### config.mk
export PLATFORM = sky130hd
export DESIGN_NAME = pipe_hazard_ctrl_flat
export DESIGN_NICKNAME = d
export VERILOG_FILES = /design/src/rtl/pipe_hazard_ctrl_pkg.sv /design/src/rtl/pipe_hazard_ctrl_if.sv /design/src/rtl/pipe_hazard_ctrl_sat_counter.sv /design/src/rtl/pipe_hazard_ctrl.sv /design/src/flat_wrapper.sv
export SDC_FILE = /design/constraint.sdc
export NUM_CORES = 1
export LEC_CHECK = 0
export BUFFER_PORTS_ARGS = -buffer_cell sky130_fd_sc_hd__buf_2
export CORE_MARGIN = 5
export CORE_UTILIZATION = 45
export CTS_CLUSTER_DIAMETER = 50
export CTS_CLUSTER_SIZE = 20
export DETAILED_ROUTE_END_ITERATION = 10
export PLACE_DENSITY = 0.69
export SYNTH_ARGS = -nofsm -noshare
export SYNTH_HDL_FRONTEND = slang
export SYNTH_HIERARCHICAL = 1
export SYNTH_SLANG_ARGS = --single-unit
### constraint.sdc
create_clock -name clk -period 8.5 [get_ports clk]
set_input_delay 1.275 -clock clk [delete_from_list [all_inputs] [get_ports clk]]
set_output_delay 1.275 -clock clk [all_outputs]
set_load 0.01 [all_outputs]
### src/rtl/pipe_hazard_ctrl_pkg.sv
// Shared types and constants for the pipeline hazard controller.
// Covers stall causes, the shadow entry layout and the boundary numbering.
package pipe_hazard_ctrl_pkg;

   typedef enum logic [1:0] {
      CAUSE_RUN      = 2'd0,
      CAUSE_LD_STALL = 2'd1,
      CAUSE_MEM_WAIT = 2'd2,
      CAUSE_BR_FLUSH = 2'd3
   } cause_t;

   // rd is stored zero-extended to this width, so REG_W must not exceed it.
   localparam int SH_RD_W = 8;

   typedef struct packed {
      logic               vld;
      logic [SH_RD_W-1:0] rd;
      logic               is_load;
   } shadow_t;

   localparam int B_IF_ID  = 0;
   localparam int B_ID_EX  = 1;
   localparam int B_EX_MEM = 2;

   function automatic int b_mem_wb(input int nstages);
      return nstages - 2;
   endfunction

endpackage

### src/rtl/pipe_hazard_ctrl_if.sv
// Signal bundle between the pipeline datapath and the hazard controller.
// There is no handshake: every input is sampled every cycle, and every output is valid every cycle.
interface pipe_hazard_ctrl_if #(
   parameter int NSTAGES = 5,
   parameter int REG_W   = 5,
   parameter int CNT_W   = 32
);
   localparam int NB = NSTAGES - 1;

   logic             id_vld;
   logic [REG_W-1:0] id_rs1;
   logic [REG_W-1:0] id_rs2;
   logic             id_use_rs1;
   logic             id_use_rs2;
   logic [REG_W-1:0] id_rd;
   logic             id_is_load;
   logic             ex_take_br;
   logic             mem_busy;
   logic             clr_cnt;
   logic [NB-1:0]    st_en;
   logic [NB-1:0]    st_flush;
   logic [1:0]       st_cause;
   logic [CNT_W-1:0] stall_cnt;
   logic [CNT_W-1:0] flush_cnt;

   modport master (
      output id_vld, id_rs1, id_rs2, id_use_rs1, id_use_rs2, id_rd, id_is_load,
      output ex_take_br, mem_busy, clr_cnt,
      input  st_en, st_flush, st_cause, stall_cnt, flush_cnt
   );

   modport slave (
      input  id_vld, id_rs1, id_rs2, id_use_rs1, id_use_rs2, id_rd, id_is_load,
      input  ex_take_br, mem_busy, clr_cnt,
      output st_en, st_flush, st_cause, stall_cnt, flush_cnt
   );
endinterface

### src/rtl/pipe_hazard_ctrl_sat_counter.sv
// Saturating up-counter with a synchronous clear.
// The clear takes priority over the increment.
module sat_counter #(
   parameter int CNT_W = 32
) (
   input  logic             clk,
   input  logic             rst,
   input  logic             i_inc,
   input  logic             i_clr,
   output logic [CNT_W-1:0] o_cnt
);

   logic [CNT_W-1:0] r_cnt;

   always_ff @(posedge clk or posedge rst) begin
      if (rst) begin
         r_cnt <= '0;
      end else if (i_clr) begin
         r_cnt <= '0;
      end else if (i_inc && (r_cnt != {CNT_W{1'b1}})) begin
         r_cnt <= r_cnt + 1'b1;
      end
   end

   assign o_cnt = r_cnt;

endmodule

### src/rtl/pipe_hazard_ctrl.sv
// Pipeline hazard controller: per-boundary enable/flush strobes for load-use, memory wait and taken branch.
// It tracks {vld, rd, is_load} for each boundary from ID/EX onward, which is enough to detect a load-use hazard.
module pipe_hazard_ctrl
   import pipe_hazard_ctrl_pkg::*;
#(
   parameter int NSTAGES = 5,
   parameter int REG_W   = 5,
   parameter int LD_WIN  = 1,
   parameter int CNT_W   = 32
) (
   input  logic              clk,
   input  logic              rst,
   pipe_hazard_ctrl_if.slave io_ctrl
);

   localparam int NB       = NSTAGES - 1;
   localparam int B_MEM_WB = b_mem_wb(NSTAGES);

   shadow_t          r_shadow [1:NB-1];
   cause_t           r_cause;
   cause_t           w_cause;
   shadow_t          w_id_entry;
   logic [SH_RD_W-1:0] w_rs1;
   logic [SH_RD_W-1:0] w_rs2;
   logic             w_hit;
   logic [NB-1:0]    w_en;
   logic [NB-1:0]    w_flush;
   logic             w_stall_inc;
   logic             w_flush_inc;
   logic [CNT_W-1:0] w_stall_cnt;
   logic [CNT_W-1:0] w_flush_cnt;

   assign w_rs1              = SH_RD_W'(io_ctrl.id_rs1);
   assign w_rs2              = SH_RD_W'(io_ctrl.id_rs2);
   assign w_id_entry.vld     = io_ctrl.id_vld;
   assign w_id_entry.rd      = SH_RD_W'(io_ctrl.id_rd);
   assign w_id_entry.is_load = io_ctrl.id_is_load;

   // Only the first LD_WIN shadow stages hold loads whose data is not yet forwardable.
   always_comb begin
      w_hit = 1'b0;
      for (int k = 1; k < NB; k++) begin
         if ((k <= LD_WIN) && r_shadow[k].vld && r_shadow[k].is_load &&
             (r_shadow[k].rd != '0) &&
             ((io_ctrl.id_use_rs1 && (w_rs1 == r_shadow[k].rd)) ||
              (io_ctrl.id_use_rs2 && (w_rs2 == r_shadow[k].rd)))) begin
            w_hit = 1'b1;
         end
      end
      w_hit = w_hit & io_ctrl.id_vld;
   end

   always_comb begin
      if (io_ctrl.mem_busy) begin
         w_cause = CAUSE_MEM_WAIT;
      end else if (io_ctrl.ex_take_br) begin
         w_cause = CAUSE_BR_FLUSH;
      end else if (w_hit) begin
         w_cause = CAUSE_LD_STALL;
      end else begin
         w_cause = CAUSE_RUN;
      end
   end

   // A memory wait freezes every stage up to MEM, and MEM/WB receives a bubble.
   always_comb begin
      w_en    = '1;
      w_flush = '0;
      if (!rst) begin
         case (w_cause)
            CAUSE_MEM_WAIT: begin
               w_en              = '0;
               w_en[B_MEM_WB]    = 1'b1;
               w_flush[B_MEM_WB] = 1'b1;
            end
            CAUSE_BR_FLUSH: begin
               w_flush[B_IF_ID] = 1'b1;
               w_flush[B_ID_EX] = 1'b1;
            end
            CAUSE_LD_STALL: begin
               w_en[B_IF_ID]    = 1'b0;
               w_flush[B_ID_EX] = 1'b1;
            end
            default: ;
         endcase
      end
   end

   always_ff @(posedge clk or posedge rst) begin
      if (rst) begin
         for (int k = 1; k < NB; k++) begin
            r_shadow[k] <= '0;
         end
      end else begin
         if (w_en[B_ID_EX]) begin
            r_shadow[1] <= w_flush[B_ID_EX] ? '0 : w_id_entry;
         end
         for (int k = 2; k < NB; k++) begin
            if (w_en[k]) begin
               r_shadow[k] <= w_flush[k] ? '0 : r_shadow[k-1];
            end
         end
      end
   end

   always_ff @(posedge clk or posedge rst) begin
      if (rst) begin
         r_cause <= CAUSE_RUN;
      end else begin
         r_cause <= w_cause;
      end
   end

   assign w_stall_inc = (w_cause == CAUSE_LD_STALL) || (w_cause == CAUSE_MEM_WAIT);
   assign w_flush_inc = (w_cause == CAUSE_BR_FLUSH);

   sat_counter #(.CNT_W(CNT_W)) u_stall_cnt (
      .clk   (clk),
      .rst   (rst),
      .i_inc (w_stall_inc),
      .i_clr (io_ctrl.clr_cnt),
      .o_cnt (w_stall_cnt)
   );

   sat_counter #(.CNT_W(CNT_W)) u_flush_cnt (
      .clk   (clk),
      .rst   (rst),
      .i_inc (w_flush_inc),
      .i_clr (io_ctrl.clr_cnt),
      .o_cnt (w_flush_cnt)
   );

   assign io_ctrl.st_en     = w_en;
   assign io_ctrl.st_flush  = w_flush;
   assign io_ctrl.st_cause  = r_cause;
   assign io_ctrl.stall_cnt = w_stall_cnt;
   assign io_ctrl.flush_cnt = w_flush_cnt;

endmodule

### src/flat_wrapper.sv
// flat-port wrapper written by rule: the top's interface ports become plain ports
module pipe_hazard_ctrl_flat import pipe_hazard_ctrl_pkg::*;
#(
   parameter int NSTAGES = 5,
   parameter int REG_W   = 5,
   parameter int LD_WIN  = 1,
   parameter int CNT_W   = 32
)
  (clk, rst, io_ctrl_id_vld, io_ctrl_id_rs1, io_ctrl_id_rs2, io_ctrl_id_use_rs1, io_ctrl_id_use_rs2, io_ctrl_id_rd, io_ctrl_id_is_load, io_ctrl_ex_take_br, io_ctrl_mem_busy, io_ctrl_clr_cnt, io_ctrl_st_en, io_ctrl_st_flush, io_ctrl_st_cause, io_ctrl_stall_cnt, io_ctrl_flush_cnt);
  pipe_hazard_ctrl_if #(.NSTAGES(NSTAGES), .REG_W(REG_W), .CNT_W(CNT_W)) io_ctrl_i ();
  input  logic clk;
  input  logic rst;
  input wire logic [$bits(io_ctrl_i.id_vld)-1:0] io_ctrl_id_vld;
  input wire logic [$bits(io_ctrl_i.id_rs1)-1:0] io_ctrl_id_rs1;
  input wire logic [$bits(io_ctrl_i.id_rs2)-1:0] io_ctrl_id_rs2;
  input wire logic [$bits(io_ctrl_i.id_use_rs1)-1:0] io_ctrl_id_use_rs1;
  input wire logic [$bits(io_ctrl_i.id_use_rs2)-1:0] io_ctrl_id_use_rs2;
  input wire logic [$bits(io_ctrl_i.id_rd)-1:0] io_ctrl_id_rd;
  input wire logic [$bits(io_ctrl_i.id_is_load)-1:0] io_ctrl_id_is_load;
  input wire logic [$bits(io_ctrl_i.ex_take_br)-1:0] io_ctrl_ex_take_br;
  input wire logic [$bits(io_ctrl_i.mem_busy)-1:0] io_ctrl_mem_busy;
  input wire logic [$bits(io_ctrl_i.clr_cnt)-1:0] io_ctrl_clr_cnt;
  output wire logic [$bits(io_ctrl_i.st_en)-1:0] io_ctrl_st_en;
  output wire logic [$bits(io_ctrl_i.st_flush)-1:0] io_ctrl_st_flush;
  output wire logic [$bits(io_ctrl_i.st_cause)-1:0] io_ctrl_st_cause;
  output wire logic [$bits(io_ctrl_i.stall_cnt)-1:0] io_ctrl_stall_cnt;
  output wire logic [$bits(io_ctrl_i.flush_cnt)-1:0] io_ctrl_flush_cnt;
  assign io_ctrl_i.id_vld = io_ctrl_id_vld;
  assign io_ctrl_i.id_rs1 = io_ctrl_id_rs1;
  assign io_ctrl_i.id_rs2 = io_ctrl_id_rs2;
  assign io_ctrl_i.id_use_rs1 = io_ctrl_id_use_rs1;
  assign io_ctrl_i.id_use_rs2 = io_ctrl_id_use_rs2;
  assign io_ctrl_i.id_rd = io_ctrl_id_rd;
  assign io_ctrl_i.id_is_load = io_ctrl_id_is_load;
  assign io_ctrl_i.ex_take_br = io_ctrl_ex_take_br;
  assign io_ctrl_i.mem_busy = io_ctrl_mem_busy;
  assign io_ctrl_i.clr_cnt = io_ctrl_clr_cnt;
  assign io_ctrl_st_en = io_ctrl_i.st_en;
  assign io_ctrl_st_flush = io_ctrl_i.st_flush;
  assign io_ctrl_st_cause = io_ctrl_i.st_cause;
  assign io_ctrl_stall_cnt = io_ctrl_i.stall_cnt;
  assign io_ctrl_flush_cnt = io_ctrl_i.flush_cnt;
  pipe_hazard_ctrl #(.NSTAGES(NSTAGES), .REG_W(REG_W), .LD_WIN(LD_WIN), .CNT_W(CNT_W)) u_core (.clk(clk), .rst(rst), .io_ctrl(io_ctrl_i));
endmodule
==> flow_metrics.py, run 1 <==
metrics = {
    "timing": {
        "worst_pin_slew_ns": 1.213,
        "rsz0062_at_grt": "false",
        "setup_tns_ns": 0,
        "hold_viol": 0,
        "fmax_mhz": 274.0,
        "fin_crit_ns": 3.650,
        "fin_skew_ns": 0.01015,
        "setup_viol": 0,
        "hold_slack_ns": 0.4976,
        "drv_slew": 0,
        "slew_headroom": 0.1804,
        "fin_ws_ns": 4.850,
        "period_share": 0.4294,
    },
    "clocking": {
        "cts-root-buf": "clkbuf_8",
        "cts_resized": 0,
        "path_clk_slew_ns": 0.07,
        "clock_latency_ns": 0.35,
        "clockBufferDepth": 2,
        "hold_buffers": 0,
        "numCtsBuffers": 9,
        "cts_sinks": 73,
        "cts_tree": "yes",
        "htreeDepth": 3,
        "post_cts_buffers": 0,
    },
    "critical_path": {
        "crit_type": "in -> reg",
        "cp-start-kind": "input port",
        "crit_fanout": 15,
        "rr_startpoint": "u_core/r_shadow[21]$_DFFE_PP0P_",
        "arrival_ns": 3.92,
        "required_ns": 8.77,
        "cp-end-kind": "flip-flop",
        "crit_start": "io_ctrl_id_rs2[0]",
    },
    "yosys": {
        "synthAdderAreaFrac": 0.006177,
        "ys_warn_count": 6,
        "synth_area_leaders": "dfrtp_1 45%, a21oi_1 6.8%, o31ai_1 5.6%",
        "synth_nets": 454,
        "yosysMostFrequentCell": "dfrtp_1",
        "synthSimpleGateAreaFrac": 0.2461,
        "syn_inst": 428,
        "synth-xor-area-share": 0.03459,
        "synth_seq_area_share": 0.4509,
        "synth_top_family_by_area": "simple AND/OR/NAND/NOR gates",
        "synthTopCellsByCount": "73 x dfrtp_1, 55 x a21oi_1, 30 x o31ai_1",
        "syn_area_mm2": 0.004051,
        "synth_compound_area_frac": 0.2140,
        "synth_cell_types": 46,
        "synth.avg_cell_area_um2": 9.466,
        "synth-seq-cells": 73,
        "muxShareOfSynthArea": 0.004941,
        "synthArstFlopShare": 1.000,
        "yosysTopAreaCell": "dfrtp_1",
        "ys.flop_type": "dfrtp_1",
        "yosys.area.top_type_share": 0.4509,
        "synth_edf_count": 0,
    },
    "routing": {
        "dr.pass1.iters": 4,
        "drc_errors": 0,
        "vias": 3839,
        "routedWlPerCell_um": 16.13,
        "drt_iter0_drc": 202,
        "viasPerCell": 6.036,
        "wl_mm": 10.26,
        "ant_nets": 0,
    },
    "placement": {
        "place.gp.congestion": 0.8002,
        "portBuffers": 95,
        "hpwlAfterDp_mm": 7.264,
        "pre_cts_ws_ns": 4.471,
    },
    "global_routing": {
        "grt_util_all_layers": 0.1881,
        "grt_max_degree": 65,
        "use_met3": 0.05302,
        "met2_usage": 0.2891,
        "use_met1": 0.2547,
        "grt_pass1_vias": 3674,
        "busiest_layer": "met2",
        "antenna_found_initial": 0,
        "grt_pass1_wl_mm": 17.46,
        "gr-total-overflow": 0,
    },
    "power_and_ir_drop": {
        "p_seq_frac": 0.460,
        "intPower_mw": 0.6102,
        "leakage_nw": 2.132,
        "total_power_mw": 0.7781,
        "p_per_area_mw_per_mm2": 159.5,
        "combPwrFrac": 0.059,
        "vdd_drop_max_uv": 90.59,
        "sw_frac_of_total": 0.2158,
        "power_switching_mw": 0.1679,
        "clock_power_share": 0.482,
    },
    "final_layout": {
        "nNetsFinal": 549,
        "antenna_cells": 0,
        "layout-drive-gt1-share": 0.2481,
        "register_area_mm2": 0.001827,
        "multiInputGateArea_mm2": 0.002057,
        "fillers": 805,
        "layout-area-overhead-vs-synth_pct": 20.44,
    },
    "floorplanning": {
        "start_util": 0.4623,
        "io_pins": 98,
        "die_h_um": 104.9,
        "die_w_um": 104.9,
        "num_rows": 34,
        "core-area_mm2": 0.008763,
        "dieArea_mm2": 0.01100,
    },
    "flow_run": {
        "max_cap_viol_count": 0,
    },
    "min_path": {
        "min_from": "u_core/r_shadow[20]$_DFFE_PP0P_",
        "min_path_type": "reg -> reg",
    },
    "status": {
        "outcome": "finished clean",
    },
}
[sequential cells by signal, indices dropped and copies added, names as in the netlist]
name                      cells
u_core/u_flush_cnt/o_cnt     32
u_core/u_stall_cnt/o_cnt     32
u_core/r_shadow               7
u_core/io_ctrl.st_cause       2
[path summary, 6_finish.rpt]
check / depth (start not counted) / slack (ns) / end
max in group asynchronous: 3 / 7.11 / u_core/u_stall_cnt/o_cnt[7]$_DFFE_PP0P_
hold reg to reg: 1 / 0.50 / u_core/r_shadow[20]$_DFFE_PP0P_
hold / removal: 1 / 0.50 / u_core/r_shadow[20]$_DFFE_PP0P_
setup reg to reg: 11 / 5.39 / u_core/u_stall_cnt/o_cnt[27]$_DFFE_PP0P_
min in group asynchronous: 2 / 0.97 / u_core/io_ctrl.st_cause[1]$_DFF_PP0_
setup / recovery: 12 / 4.85 / u_core/u_stall_cnt/o_cnt[27]$_DFFE_PP0P_
[cell families after synthesis]
logic type      count (synthesis)
simple gates                  164
compound gates                134
flops                          73
buf+inv                        35
xor+xnor                       16
fa+ha+maj                       2
other cells                     2
mux                             2
[cell usage in the layout (no fill, tap or decap), types with 3 or more instances in the layout]
cell type	synthesis	final
nand4_1	14	14
dfrtp_1	73	73
a32o_1	7	7
a21oi_1	55	55
or4_1	29	29
nor3_1	3	3
inv_1	19	19
bufinv_16	0	4
nand3_1	20	20
o21ai_0	24	24
buf_4	3	5
or3_1	24	24
nor4_1	6	6
xnor2_1	14	14
o31ai_1	30	30
nand2_1	26	26
and4_1	8	8
clkbuf_8	0	11
and3_1	6	6
nor2_1	13	13
buf_2	2	95
[stage by stage]
step	instances	utilization	cell area (µm²)
after floorplan	428	-	4051
after global placement	620	0.5253	4603
after detailed placement	620	0.5253	4603
after CTS	636	0.5568	4880
after global routing	636	0.5568	4880
final	636	0.5568	4880
[power groups by stage]
stage	Clock, mW	Combinational (mW)	Sequential (mW)
2_1_floorplan	0	0.0292	0.364
3_3_place_gp	0	0.0456	0.364
3_5_place_dp	0	0.0464	0.364
4_1_cts	0.382	0.0465	0.358
5_1_grt	0.393	0.0521	0.358
6_report	0.375	0.0456	0.358
[worst max-delay path, cell delays in order]
cell	delay, ns
buf_2	0.10
xnor2_1	0.13
nand4_1	0.15
o22ai_2	0.28
nand2b_1	0.11
o21bai_1	0.30
nand4_1	0.28
nor3_1	0.31
o311ai_1	0.14
buf_4	0.20
or4_1	0.50
a21oi_1	0.15
[layout make-up]
cell class,instances,area share
Multi-Input combinational cell,320,0.4215
Sequential cell,73,0.3744
Timing Repair Buffer,100,0.1051
Clock buffer,11,0.03103
Tap cell,108,0.02769
Clock inverter,5,0.02564
Inverter,19,0.01462
[layer usage]
layer	part of all wire	routed length, µm	up-vias
li1	-	-	1843
met1	0.44	4497	1861
met2	0.48	4876	123
met3	0.075	769	12
met4	0.011	114	0
met5	0	0	-
(Power assumes the default switching activity.)
==> run 2, diff against run 1 <==
ABC_AREA = 1   (was default)
clock period = 3.1 ns   (was 8.5 ns; I/O delays follow)
==> run 2 against run 1 <==
Net effect: die area rose by 27%; routed wire length increased by 38%; core utilization down 2.1 points; combinational power grew to 3.9 times the previous value; register-to-register slack lost 4.4 ns; clock power grew to 3.0 times the previous value; global-route usage up 1.2 points; synthesized area grew 30%; critical path depth decreased by 2; via count up 40%; design area grew 26%; critical path type is now reg -> out.
==> flow_metrics.py, run 2 <==
metrics = {
    "yosys": {
        "synthTopCellsByCount": "338 x nand2_1, 126 x nor2_1, 86 x inv_1",
        "syn_inst": 843,
        "synth_nets": 869,
        "yosysMostFrequentCell": "nand2_1",
        "synthSimpleGateAreaFrac": 0.4838,
        "syn_area_mm2": 0.005268,
        "synth.avg_cell_area_um2": 6.249,
        "synth_compound_area_frac": 0.05059,
        "synth_edf_count": 0,
        "ys.flop_type": "dfrtp_1",
        "yosys.area.top_type_share": 0.3468,
        "synth_area_leaders": "dfrtp_1 35%, nand2_1 24%, nor2_1 9.0%",
        "synth_cell_types": 33,
        "synth_top_family_by_area": "simple AND/OR/NAND/NOR gates",
        "synth-xor-area-share": 0.01330,
        "synth-seq-cells": 73,
        "synth_seq_area_share": 0.3468,
        "muxShareOfSynthArea": 0,
        "synthArstFlopShare": 1.000,
        "yosysTopAreaCell": "dfrtp_1",
        "ys_warn_count": 6,
        "synthAdderAreaFrac": 0.004751,
    },
    "final_layout": {
        "nNetsFinal": 961,
        "layout-drive-gt1-share": 0.1809,
        "antenna_cells": 0,
        "multiInputGateArea_mm2": 0.002918,
        "layout-area-overhead-vs-synth_pct": 16.70,
        "register_area_mm2": 0.001827,
        "final_cell_mix": "338 x nand2_1, 126 x nor2_1, 95 x buf_2, 86 x inv_1, 73 x dfrtp_1",
        "finalNonFillerCells": 1083,
        "fillers": 1181,
        "final_area_mm2": 0.006147,
        "final_common_cell": "nand2_1",
        "fin_util": 0.5361,
    },
    "routing": {
        "wl_mm": 14.14,
        "viasPerCell": 4.962,
        "drt_iter0_drc": 367,
        "dr.pass1.iters": 5,
        "vias": 5374,
        "routedWlPerCell_um": 13.05,
        "ant_nets": 0,
        "drc_errors": 0,
    },
    "floorplanning": {
        "start_util": 0.4594,
        "core-area_mm2": 0.01147,
        "die_h_um": 118.2,
        "num_rows": 39,
        "die_w_um": 118.2,
        "io_pins": 98,
        "dieArea_mm2": 0.01397,
    },
    "timing": {
        "slew_headroom": 0.6052,
        "period_share": 0.7113,
        "rsz0062_at_grt": "false",
        "fin_ws_ns": 0.8951,
        "setup_tns_ns": 0,
        "drv_slew": 0,
        "worst_pin_slew_ns": 0.5916,
        "setup_viol": 0,
        "fin_skew_ns": 0.005937,
        "fin_crit_ns": 2.205,
        "fmax_mhz": 453.5,
        "hold_viol": 0,
    },
    "clocking": {
        "cts-root-buf": "clkbuf_16",
        "cts_sinks": 73,
        "hold_buffers": 0,
        "clockBufferDepth": 2,
        "numCtsBuffers": 9,
        "clock_latency_ns": 0.33,
        "cts_resized": 0,
        "post_cts_buffers": 0,
        "path_clk_slew_ns": 0.06,
        "htreeDepth": 3,
        "cts_tree": "yes",
    },
    "critical_path": {
        "rr_startpoint": "u_core/u_flush_cnt/o_cnt[1]$_DFFE_PP0P_",
        "worstPathCellList": "inv_2 -> nand2_1 -> nand2_1 -> nor2_1 -> nand3_1 -> nand2_1 -> nand2_2 -> o21ai_2 -> nand2_1 -> buf_2",
        "cp-start-kind": "flip-flop",
        "crit_fanout": 4,
        "cp_slowest_stage_delay_ns": 0.43,
        "cp-end-kind": "output pin",
        "required_ns": 2.63,
        "crit_type": "reg -> out",
        "crit_path_top_delay_cell": "dfrtp_1",
        "crit_start": "u_core/r_shadow[22]$_DFFE_PP0P_",
        "crit_top_cell": "nand2_1",
        "arrival_ns": 1.74,
    },
    "global_routing": {
        "antenna_found_initial": 0,
        "grt_pass1_vias": 4898,
        "grt_util_all_layers": 0.2006,
        "grt_max_degree": 33,
        "gr-total-overflow": 0,
        "grt_pass1_wl_mm": 23.65,
    },
    "placement": {
        "pre_cts_ws_ns": 0.8412,
        "hpwlAfterDp_mm": 10.28,
        "place.gp.congestion": 0.8627,
        "dpl.cell_count": 1067,
        "placedInstanceArea_mm2": 0.005828,
        "portBuffers": 95,
    },
    "flow_run": {
        "max_cap_viol_count": 0,
    },
    "power_and_ir_drop": {
        "leakage_nw": 3.258,
        "vdd_drop_max_uv": 257.6,
        "p_per_area_mw_per_mm2": 371.5,
    },
    "min_path": {
        "min_path_type": "in -> async",
    },
    "status": {
        "outcome": "finished clean",
    },
}
## run 2: metal layers
metal | global-route usage | part of all wire | wire [µm] | up-vias
met5 | 0 | 0 | 0 | -
met4 | 0.05520 | 0.013 | 187 | 0
met3 | 0.03438 | 0.063 | 890 | 20
met2 | 0.3108 | 0.44 | 6151 | 168
met1 | 0.2895 | 0.49 | 6908 | 2402
li1 | - | - | - | 2784
## run 2: worst paths after layout
path                                                             to  slack [ns]  cells past startpoint
min in group clk               u_core/io_ctrl.st_cause[1]$_DFF_PP0_        0.37                      3
setup / recovery                                   io_ctrl_st_en[0]        0.90                     10
setup reg to reg           u_core/u_flush_cnt/o_cnt[29]$_DFFE_PP0P_        0.94                     11
max in group asynchronous  u_core/u_stall_cnt/o_cnt[24]$_DFFE_PP0P_        2.50                      3
hold reg to reg                     u_core/r_shadow[20]$_DFFE_PP0P_        0.49                      2
hold / removal                      u_core/r_shadow[23]$_DFFE_PP0P_        0.08                      2
## run 2: final cells by class
type,count,share of cell area
clock buffers,9,0.03664
inverters,100,0.06249
repair buffers,101,0.08467
multi-input cells,650,0.4747
flip-flops and latches,73,0.2972
well taps,143,0.02911
clock inverters,7,0.01527
## run 2: report_power, final
part	switching (mW)	internal [mW]
logic	0.126	0.0503
registers	0.0137	0.966
clock network	0.423	0.705
total	0.563	1.72
## run 2: critical path, delay by kind of cell, from the launching register on
family,cells,cell delay (ns)
AO/OA/AOI/OAI,1,0.24
AND/OR/NAND/NOR,7,0.53
buffers and inverters,2,0.21
flip-flops,1,0.43
## run 2: cells by family after synthesis
family | after synthesis
AND/OR/NAND/NOR | 592
buffers and inverters | 120
flip-flops | 73
AO/OA/AOI/OAI | 46
XOR/XNOR | 8
adder cells (fa/ha/maj) | 2
other | 2
## run 2: per-stage QoR
stage                     power (mW)  hold WS [ns]
after global placement         1.172        0.4300
final                          2.284       0.07529
after CTS                      2.317       0.07368
after global routing           2.383        0.1048
after floorplan                1.122        0.2433
after detailed placement       1.174        0.4349
